## src/rtl/mmio_data_responder.sv

```systemverilog
`default_nettype none
// ============================================================================
//  Module      : mmio_data_responder
//  Description : Data-bus responder for a single-cycle MIPS core. Serves a
//                word RAM plus a 16-byte MMIO window:
//                  +0x0 CONSOLE     write pushes a byte into the TX FIFO
//                  +0x4 STATUS      {count, unmapped_err, overflow, full, empty}
//                  +0x8 CYCLE       free-running cycle counter (writable)
//                  +0xC TEST_RESULT sets sticky halt and pass/fail flags
//  Ports       : clk, reset (sync, active-high)
//                memwrite, dataadr, writedata -> store request
//                readdata                      <- combinational load data
//                con_data/con_valid/con_ready  <- console drain (valid/ready)
//                halt/pass/fail                <- sticky test outcome flags
//  Revision    : 1.0  initial release
// ============================================================================
module mmio_data_responder #(
    parameter int          RAM_WORDS  = 64,
    parameter logic [31:0] IO_BASE    = 32'hFFFF_0000,
    parameter int          FIFO_DEPTH = 8,
    parameter logic [31:0] PASS_VALUE = 32'd7
) (
    input  logic        clk,
    input  logic        reset,
    input  logic        memwrite,
    input  logic [31:0] dataadr,
    input  logic [31:0] writedata,
    output logic [31:0] readdata,
    output logic [7:0]  con_data,
    output logic        con_valid,
    input  logic        con_ready,
    output logic        halt,
    output logic        pass,
    output logic        fail
);

    localparam int          c_AW        = $clog2(RAM_WORDS);
    localparam int          c_PW        = $clog2(FIFO_DEPTH);
    localparam logic [31:0] c_RAM_BYTES = 32'(RAM_WORDS * 4);
    localparam logic [c_PW:0] c_FULL    = (c_PW + 1)'(FIFO_DEPTH);

    localparam logic [1:0] c_REG_CONSOLE = 2'd0;
    localparam logic [1:0] c_REG_STATUS  = 2'd1;
    localparam logic [1:0] c_REG_CYCLE   = 2'd2;
    localparam logic [1:0] c_REG_RESULT  = 2'd3;

    // Storage (no reset: RAM contents and FIFO payload survive reset)
    logic [31:0] ram_q  [RAM_WORDS];
    logic [7:0]  fifo_q [FIFO_DEPTH];

    // Control state
    logic [c_PW-1:0] wr_ptr_q,   wr_ptr_d;
    logic [c_PW-1:0] rd_ptr_q,   rd_ptr_d;
    logic [c_PW:0]   count_q,    count_d;
    logic            overflow_q, overflow_d;
    logic            unmap_q,    unmap_d;
    logic [31:0]     cycle_q,    cycle_d;
    logic [31:0]     result_q,   result_d;
    logic            halt_q,     halt_d;
    logic            pass_q,     pass_d;
    logic            fail_q,     fail_d;

    // Address decode
    logic            w_ram_hit;
    logic            w_io_hit;
    logic [1:0]      w_reg;
    logic [c_AW-1:0] w_ram_idx;
    logic            w_we;
    logic            w_full;
    logic            w_empty;
    logic            w_pop;
    logic            w_push_req;
    logic            w_push_ok;

    assign w_ram_hit = (dataadr < c_RAM_BYTES);
    assign w_io_hit  = !w_ram_hit && (dataadr[31:4] == IO_BASE[31:4]);
    assign w_reg     = dataadr[3:2];
    assign w_ram_idx = dataadr[c_AW+1:2];

    // Halt blocks every store, RAM included
    assign w_we      = memwrite && !halt_q;

    assign w_full     = (count_q == c_FULL);
    assign w_empty    = (count_q == '0);
    assign w_pop      = con_valid && con_ready;
    assign w_push_req = w_we && w_io_hit && (w_reg == c_REG_CONSOLE);
    // A pop in the same cycle frees the slot, so a push into a full FIFO still lands
    assign w_push_ok  = w_push_req && (!w_full || w_pop);

    assign con_valid = !w_empty;
    assign con_data  = fifo_q[rd_ptr_q];
    assign halt      = halt_q;
    assign pass      = pass_q;
    assign fail      = fail_q;

    always_comb begin
        readdata = 32'h0;
        if (w_ram_hit) begin
            readdata = ram_q[w_ram_idx];
        end else if (w_io_hit) begin
            case (w_reg)
                c_REG_STATUS: readdata = {20'b0, 8'(count_q), unmap_q, overflow_q, w_full, w_empty};
                c_REG_CYCLE:  readdata = cycle_q;
                c_REG_RESULT: readdata = result_q;
                default:      readdata = 32'h0;
            endcase
        end
    end

    always_comb begin
        wr_ptr_d   = wr_ptr_q;
        rd_ptr_d   = rd_ptr_q;
        count_d    = count_q;
        overflow_d = overflow_q;
        unmap_d    = unmap_q;
        cycle_d    = cycle_q;
        result_d   = result_q;
        halt_d     = halt_q;
        pass_d     = pass_q;
        fail_d     = fail_q;

        if (w_pop)     rd_ptr_d = rd_ptr_q + 1'b1;
        if (w_push_ok) wr_ptr_d = wr_ptr_q + 1'b1;
        case ({w_push_ok, w_pop})
            2'b10:   count_d = count_q + 1'b1;
            2'b01:   count_d = count_q - 1'b1;
            default: count_d = count_q;
        endcase
        if (w_push_req && !w_push_ok) overflow_d = 1'b1;

        if (!halt_q) cycle_d = cycle_q + 32'd1;

        if (w_we && w_io_hit) begin
            case (w_reg)
                c_REG_STATUS: begin
                    overflow_d = 1'b0;
                    unmap_d    = 1'b0;
                end
                c_REG_CYCLE:  cycle_d = writedata;
                c_REG_RESULT: begin
                    result_d = writedata;
                    halt_d   = 1'b1;
                    if (writedata == PASS_VALUE) pass_d = 1'b1;
                    else                         fail_d = 1'b1;
                end
                default: ;
            endcase
        end else if (w_we && !w_ram_hit) begin
            unmap_d = 1'b1;
        end
    end

    always_ff @(posedge clk) begin
        if (reset) begin
            wr_ptr_q   <= '0;
            rd_ptr_q   <= '0;
            count_q    <= '0;
            overflow_q <= 1'b0;
            unmap_q    <= 1'b0;
            cycle_q    <= 32'h0;
            result_q   <= 32'h0;
            halt_q     <= 1'b0;
            pass_q     <= 1'b0;
            fail_q     <= 1'b0;
        end else begin
            wr_ptr_q   <= wr_ptr_d;
            rd_ptr_q   <= rd_ptr_d;
            count_q    <= count_d;
            overflow_q <= overflow_d;
            unmap_q    <= unmap_d;
            cycle_q    <= cycle_d;
            result_q   <= result_d;
            halt_q     <= halt_d;
            pass_q     <= pass_d;
            fail_q     <= fail_d;
        end
    end

    always_ff @(posedge clk) begin
        if (w_we && w_ram_hit) ram_q[w_ram_idx] <= writedata;
        if (!reset && w_push_ok) fifo_q[wr_ptr_q] <= writedata[7:0];
    end

endmodule
`default_nettype wire
```

## config.mk

```make
export PLATFORM = sky130hd
export DESIGN_NAME = mmio_data_responder
export DESIGN_NICKNAME = d
export VERILOG_FILES = /design/src/rtl/mmio_data_responder.sv
export SDC_FILE = /design/constraint.sdc
export NUM_CORES = 2
export LEC_CHECK = 0
export CORE_ASPECT_RATIO = 1.75
export CORE_MARGIN = 1.5
export CORE_UTILIZATION = 55
export DETAILED_ROUTE_END_ITERATION = 8
export HOLD_SLACK_MARGIN = 0.12
export PLACE_DENSITY_LB_ADDON = 0.08
export SYNTH_ARGS = -nofsm -noshare
export SYNTH_HDL_FRONTEND = slang
export SYNTH_SLANG_ARGS = --single-unit
```

## constraint.sdc

```tcl
create_clock -name clk -period 5.5 [get_ports clk]
set_input_delay 1.1 -clock clk [delete_from_list [all_inputs] [get_ports clk]]
set_output_delay 1.1 -clock clk [all_outputs]
set_load 0.03 [all_outputs]
```

# After elaboration in Yosys (flattened, before gate mapping)
# Memories as Yosys holds them, arrays and structs flattened. A register that Yosys moved wholly into a read port is not among the register bits.
# Cells that the tools add are included.
# op_classes
bitwise_logic,1
add_sub_neg,5
muxes,19
eq_ne,9
n_reduce_logical,25
n_lt_le_gt_ge,1
# ops
cell,n
$mux W32,5
$pmux W32 S3,1
$add A32 B1 Y32 const B,1
$eq A32 B3 Y1 const B,1
$lt A32 B9 Y1 const B,1
$eq A28 B28 Y1 const B,1
$logic_and A1 B1 Y1,10
$mux W1,10
$pmux W4 S2,1
$add A3 B1 Y3 const B,2
$eq A2 B2 Y1 const B,3
$logic_not A1 Y1,6
$mux W3,2
$reduce_and A3 Y1,2
$add A4 B1 Y4 const B,1
$eq A2 B1 Y1 const B,2
$eq A4 B4 Y1 const B,1
$logic_not A4 Y1,1
$reduce_and A2 Y1,2
$reduce_bool A2 Y1,2
$sub A4 B1 Y4 const B,1
$logic_not A2 Y1,1
$ne A2 B1 Y1 const B,1
$logic_or A1 B1 Y1,1
$not A1 Y1,1
# totals
output_inout_bits,44
ram_bits,2112
memories,2
word_cells,72
in_bits,68
reg_bits,79
# mem_list
memory,depth,width,read_ports,rd_ports_with_merged_regs,write_ports,line_no,source
ram_q,64,32,1,0,1,48,logic [31:0] ram_q [RAM_WORDS];
fifo_q,8,8,1,1,1,49,logic [7:0] fifo_q [FIFO_DEPTH];

# Logic depth before layout (Yosys ltp)
# depth
ltp_word,11
ltp_mapped,14
depth_no_buf,12

# Worst setup path before layout
# No wires, ideal clock.
# synth_timing
kind,input-to-reg
from,input port dataadr[15]
to,memory ram_q[24][0] (enable)
t_required_ps,4999
path_stages,7
arrival_ps,5437
setup_time_ps,501
setup_slack_ps,-438
cell_sequence,nor4_1 > nand2_1 > or2_0 > clkbuf_1 > clkbuf_1 > clkbuf_1 > nor4_1
# synth_between
elab_chain_len,4
# synth_lines
item,line_no,source
from (decl),26,"input logic [31:0] dataadr,"
$lt A32 B9 Y1,75,assign w_ram_hit = (dataadr < c_RAM_BYTES);
$logic_and A1 B1 Y1,180,if (w_we && w_ram_hit) ram_q[w_ram_idx] <= writedata;
$mux W1,180,
$mux W1 (implied by the code),180,
to (decl),48,
# No other way between the ends.

# Final worst setup path
# layout_timing
from,input port dataadr[2]
to,output port readdata[7]
# layout_between
elab_chain_len,5
elab_cells_between_ends,10
# layout_lines
item,line_no,source
$lt A32 B9 Y1,75,
$logic_not A1 Y1,76,assign w_io_hit = !w_ram_hit && (dataadr[31:4] == IO_BASE[31:4]);
$logic_and A1 B1 Y1,76,
$mux W32,100,end else if (w_io_hit) begin
$mux W32 *,98,if (w_ram_hit) begin
to (decl),28,"output logic [31:0] readdata,"
# Mark *: on every way between the ends. The rest lies on a longest branch, timed or not.

==> run summary <==
Clock-pin slew was measured on the worst setup and hold paths at around 0.070 ns. The switching power share of the total is 21.60%. The data required time at the worst endpoint came out at 4.40 ns. The first-pass GRT wire length is between 300 and 400 mm. The insertion delay of the later-clocked pin in the worst-skew pair is between 0.8 and 0.9 ns.

In the synthesized netlist, the number of instances is 4225. Buffers added to address setup during post-CTS repair amount to 0. The share of flip-flops with an asynchronous set or reset after synthesis is 0%. The global routing stage identified its most utilized layer as met2.

The static leakage came out at roughly 32 nW. The growth of design area from synthesis to finish is 15.22%. The largest stage delay on the critical path came out at 0.59 ns. The post-route clock skew came out at 0.03900 ns. The synthesis-stage register bit count came out at 2194.

The count of input and output buffers came out at 109. The worst hold path belongs to the class reg2reg. The number of H-tree levels is 4. The leading cell type by number of instances after synthesis is sky130_fd_sc_hd__edfxtp_1. The clock passes through at most 4 buffers.

The largest net degree at the start of global routing is 75. The slowest stage of the critical path belongs to the cell sky130_fd_sc_hd__a221oi_1. The root cell of the clock tree is sky130_fd_sc_hd__clkbuf_16. The shortest period the worst path allows came out at 5.512 ns.

The number of hold buffers added after CTS was 0. The share of final-layout standard cells stronger than drive strength 1 is between 20% and 30%. The reg-to-reg critical path startpoint is halt$_SDFFE_PP0P_. The height of the die came out at about 530 µm. The global router's overall resource usage came out at 33.16%. The endpoint kind of the worst setup timing path is a primary output. The most used flip-flop cell after synthesis is sky130_fd_sc_hd__edfxtp_1. The synthesized design spends more area on one cell type than any other, namely sky130_fd_sc_hd__edfxtp_1. TritonCTS built the clock tree. The worst hold path begins at result_q[20]$_SDFFE_PP0P_. The met2 track utilization from global routing is 55.02%. The multi-input combinational cells in the finished layout cover a total of 0.01977 mm². Combinational logic burns about 6.3% of the power. The synthesis warning total came out at 0.

The die outline width came out at slightly above 300 µm. The critical path class is in2out. The arrival time at the worst endpoint came out at 4.41 ns. The clock drives 2194 sinks. The top-level I/O count came out at 112. The initial antenna violation count is 20. The internal power of the cells is 26.89 mW.

The minimum hold slack came out at between 0.4 and 0.5 ns. The top cell type's share of synthesized area is 73.87%. By area the synthesized netlist is led by sky130_fd_sc_hd__edfxtp_1 (74%), sky130_fd_sc_hd__mux4_2 (12%), sky130_fd_sc_hd__mux2i_1 (2.9%), sky130_fd_sc_hd__dfxtp_1 (1.9%), sky130_fd_sc_hd__a22oi_1 (1.0%). The fraction of the cycle the final worst path needs came out at 100.2%. Of the total power, the clock network draws 40.1%. The number of fill cells is 10652. Setup repair after global routing left no endpoint under its margin. For this design the ratio of total power to cell area is 346.8 mW/mm².

The core region is 0.1549 mm². The initial core utilization came out at 55.44%. The post-route antenna net violation count is 0. The net switching power came out at 7.410 mW.

The number of clock buffers inserted by TritonCTS came out at 197. The checks that failed: setup timing. The per-cell routed wire length is around 38 µm.

Summed over all layers, the routed wires come to between 200 and 300 mm. When the netlist entered floorplanning its net count stood at approximately 4300. Counting instances in the post-synthesis netlist gives the leading cell types as sky130_fd_sc_hd__edfxtp_1 (2112), sky130_fd_sc_hd__mux4_2 (453), sky130_fd_sc_hd__mux2i_1 (250), sky130_fd_sc_hd__nand2_1 (173), sky130_fd_sc_hd__nor2_1 (170). The final RePlAce weighted congestion is 0.9366. The register area share after synthesis is 75.79%. Before antenna repair, the detailed router went through 6 iterations. The worst reg-to-reg setup slack is 2.26 ns. After synthesis, the netlist uses 77 different library cells. The peak fanout along the critical path is 30. Summing over every cut layer, the via total after detailed routing is approximately 46000. The remaining global-route overflow came out at 0. The met3 capacity usage during global routing is 6.451%. The detailed placement HPWL is 164.5 mm. The destination of the worst hold path is result_q[20]$_SDFFE_PP0P_.

The core occupancy in the finished layout is 63.87%. The via count of the first global-routing pass came out at 45654. Of the total power, registers draw between 50 and 60%.

The average instance area after synthesis is about 20 µm². Registers take 0.06506 mm². Walking the worst path, the cells encountered are buf_8 > buf_12 > mux4_2 > a22o_1 > a221oi_1 > o21ai_1 > buf_4 > o21ai_1 > o221ai_1 > buf_12. The final count of negative-setup-slack endpoints is 1. The detail-routed via count per cell came out at 6.675. The met1 capacity usage during global routing came out at 40.32%. The worst register-to-register path has a depth of 12. The die covers 0.1586 mm².

In the post-route analysis, the smallest setup slack over all paths is -0.01215 ns. The number of enable flip-flop cells after synthesis is approximately 2100. After the first detailed-routing iteration, the DRC count stood at ~5800.

The final-stage net count is 4774. The peak supply drop came out at 0.0003961 V. The terminus of the critical flop-to-flop path is count_q[3]$_SDFFE_PP0P_. The cell area that synthesis handed to floorplanning was 0.08585 mm². STA classifies the critical path startpoint as a primary input. The final hold violation count came to 0. The cell depth of the worst min-delay path is 2. After detailed routing, the number of remaining DRC violations is 0. The number of placement rows is 191.

The pin slew with the least headroom to its limit is approximately 1.3 ns. The highest clock frequency the design can meet is 0.1814 GHz. The total power consumption of the routed design is 34.30 mW. The worst relative slew slack is between 10% and 20%. The flow ran to the end, but the final reports show violations. The final-layout setup total negative slack is -0.01215 ns. Across the run, the number of max-cap violations was 0.

The final-report max-slew violation count came out at 0.
==> routing by layer <==
metal  share of wire [%]  up-vias
met1                  34    24197
met4                 7.2        4
met2                  50     2574
li1                    -    18511
met5              0.0081        -
met3                 8.7      654
==> stage by stage <==
step | setup WS, ns | cell area [µm²] | cells
CTS | 0.06421 | 98900 | 6878
finish | -0.01215 | 98910 | 6882
global route | 0.004626 | 98910 | 6880
detailed placement | -0.06211 | 92580 | 6527
floorplan | -0.4379 | 85870 | 4225
global placement | -0.05323 | 92570 | 6526
==> power groups by stage <==
stage / clock [mW] / sequential (mW) / combinational [mW]
final: 13.8 / 18.4 / 2.17
after global routing: 14.5 / 18.4 / 2.25
after CTS: 13.9 / 18.4 / 2.17
after detailed placement: 0 / 18.7 / 2.16
after global placement: 0 / 18.7 / 2.14
after floorplan: 0 / 18.7 / 1.09
==> cell type report <==
type / instances / area share, %
tap: 2026 / 2.563
multi-input combinational: 1772 / 19.99
sequential: 2194 / 65.78
clock inverter: 115 / 1.205
inverter: 13 / 0.05439
timing repair buffer: 522 / 5.237
antenna: 4 / 0.01012
clock buffer: 236 / 5.163
==> placed cells by master, fill, tap and decap left out, drive strengths merged, types with 81 or more instances in the layout <==
cell	synthesis	routed
buf	158	482
nand2	173	173
mux2i	250	250
edfxtp	2112	2112
a21oi	90	90
dfxtp	82	82
clkinv	0	81
clkbuf	88	236
nor2	170	170
mux4	453	453
a22oi	116	116
==> critical path, delay by kind of cell <==
family | cells | cell delay [ns]
AO/OA/AOI/OAI | 5 | 1.51
buffers and inverters | 4 | 1.16
multiplexers | 1 | 0.55
==> state kept, by name (all words and copies together), names as in the netlist, named ones only <==
name,count
ram_q,2048
fifo_q,64
cycle_q,32
result_q,32
count_q,4
rd_ptr_q,3
wr_ptr_q,3
fail,1
halt,1
overflow_q,1
pass,1
unmap_q,1
==> cell families (layout without fill, tap and decap cells) <==
logic type	after synthesis	in the layout	synth area share [%]
muxes	741	741	15.30
DFF	2194	2194	75.79
adders and majority gates	6	6	0.09619
AOI/OAI and AO/OA	452	452	3.648
xor gates and xnor gates	36	36	0.3673
and+or+nand+nor	537	537	2.976
buffers and inverters	259	886	1.830
other	0	4	0
==> worst max-delay path by stage <==
stage                            from                     end  slack (ns)  depth (start not counted)
after floorplan           dataadr[15]  ram_q[24][0]$_DFFE_PP_       -0.44                          7
after global routing       dataadr[2]             readdata[7]       0.005                         10
after CTS                  dataadr[2]             readdata[7]        0.06                         10
after detailed placement   dataadr[2]             readdata[6]       -0.06                         10
after global placement    dataadr[17]             readdata[6]       -0.05                          9
final                      dataadr[2]             readdata[7]       -0.01                         10
==> repair_timing <==
| item | 4_1_cts | 5_1_grt |
|---|---|---|
| endpoints found under the setup margin | 1 | 1 |
| cloned | 0 | 0 |
| resized for setup | 2 | 1 |
Note: power is estimated with default switching activity, not from simulation.
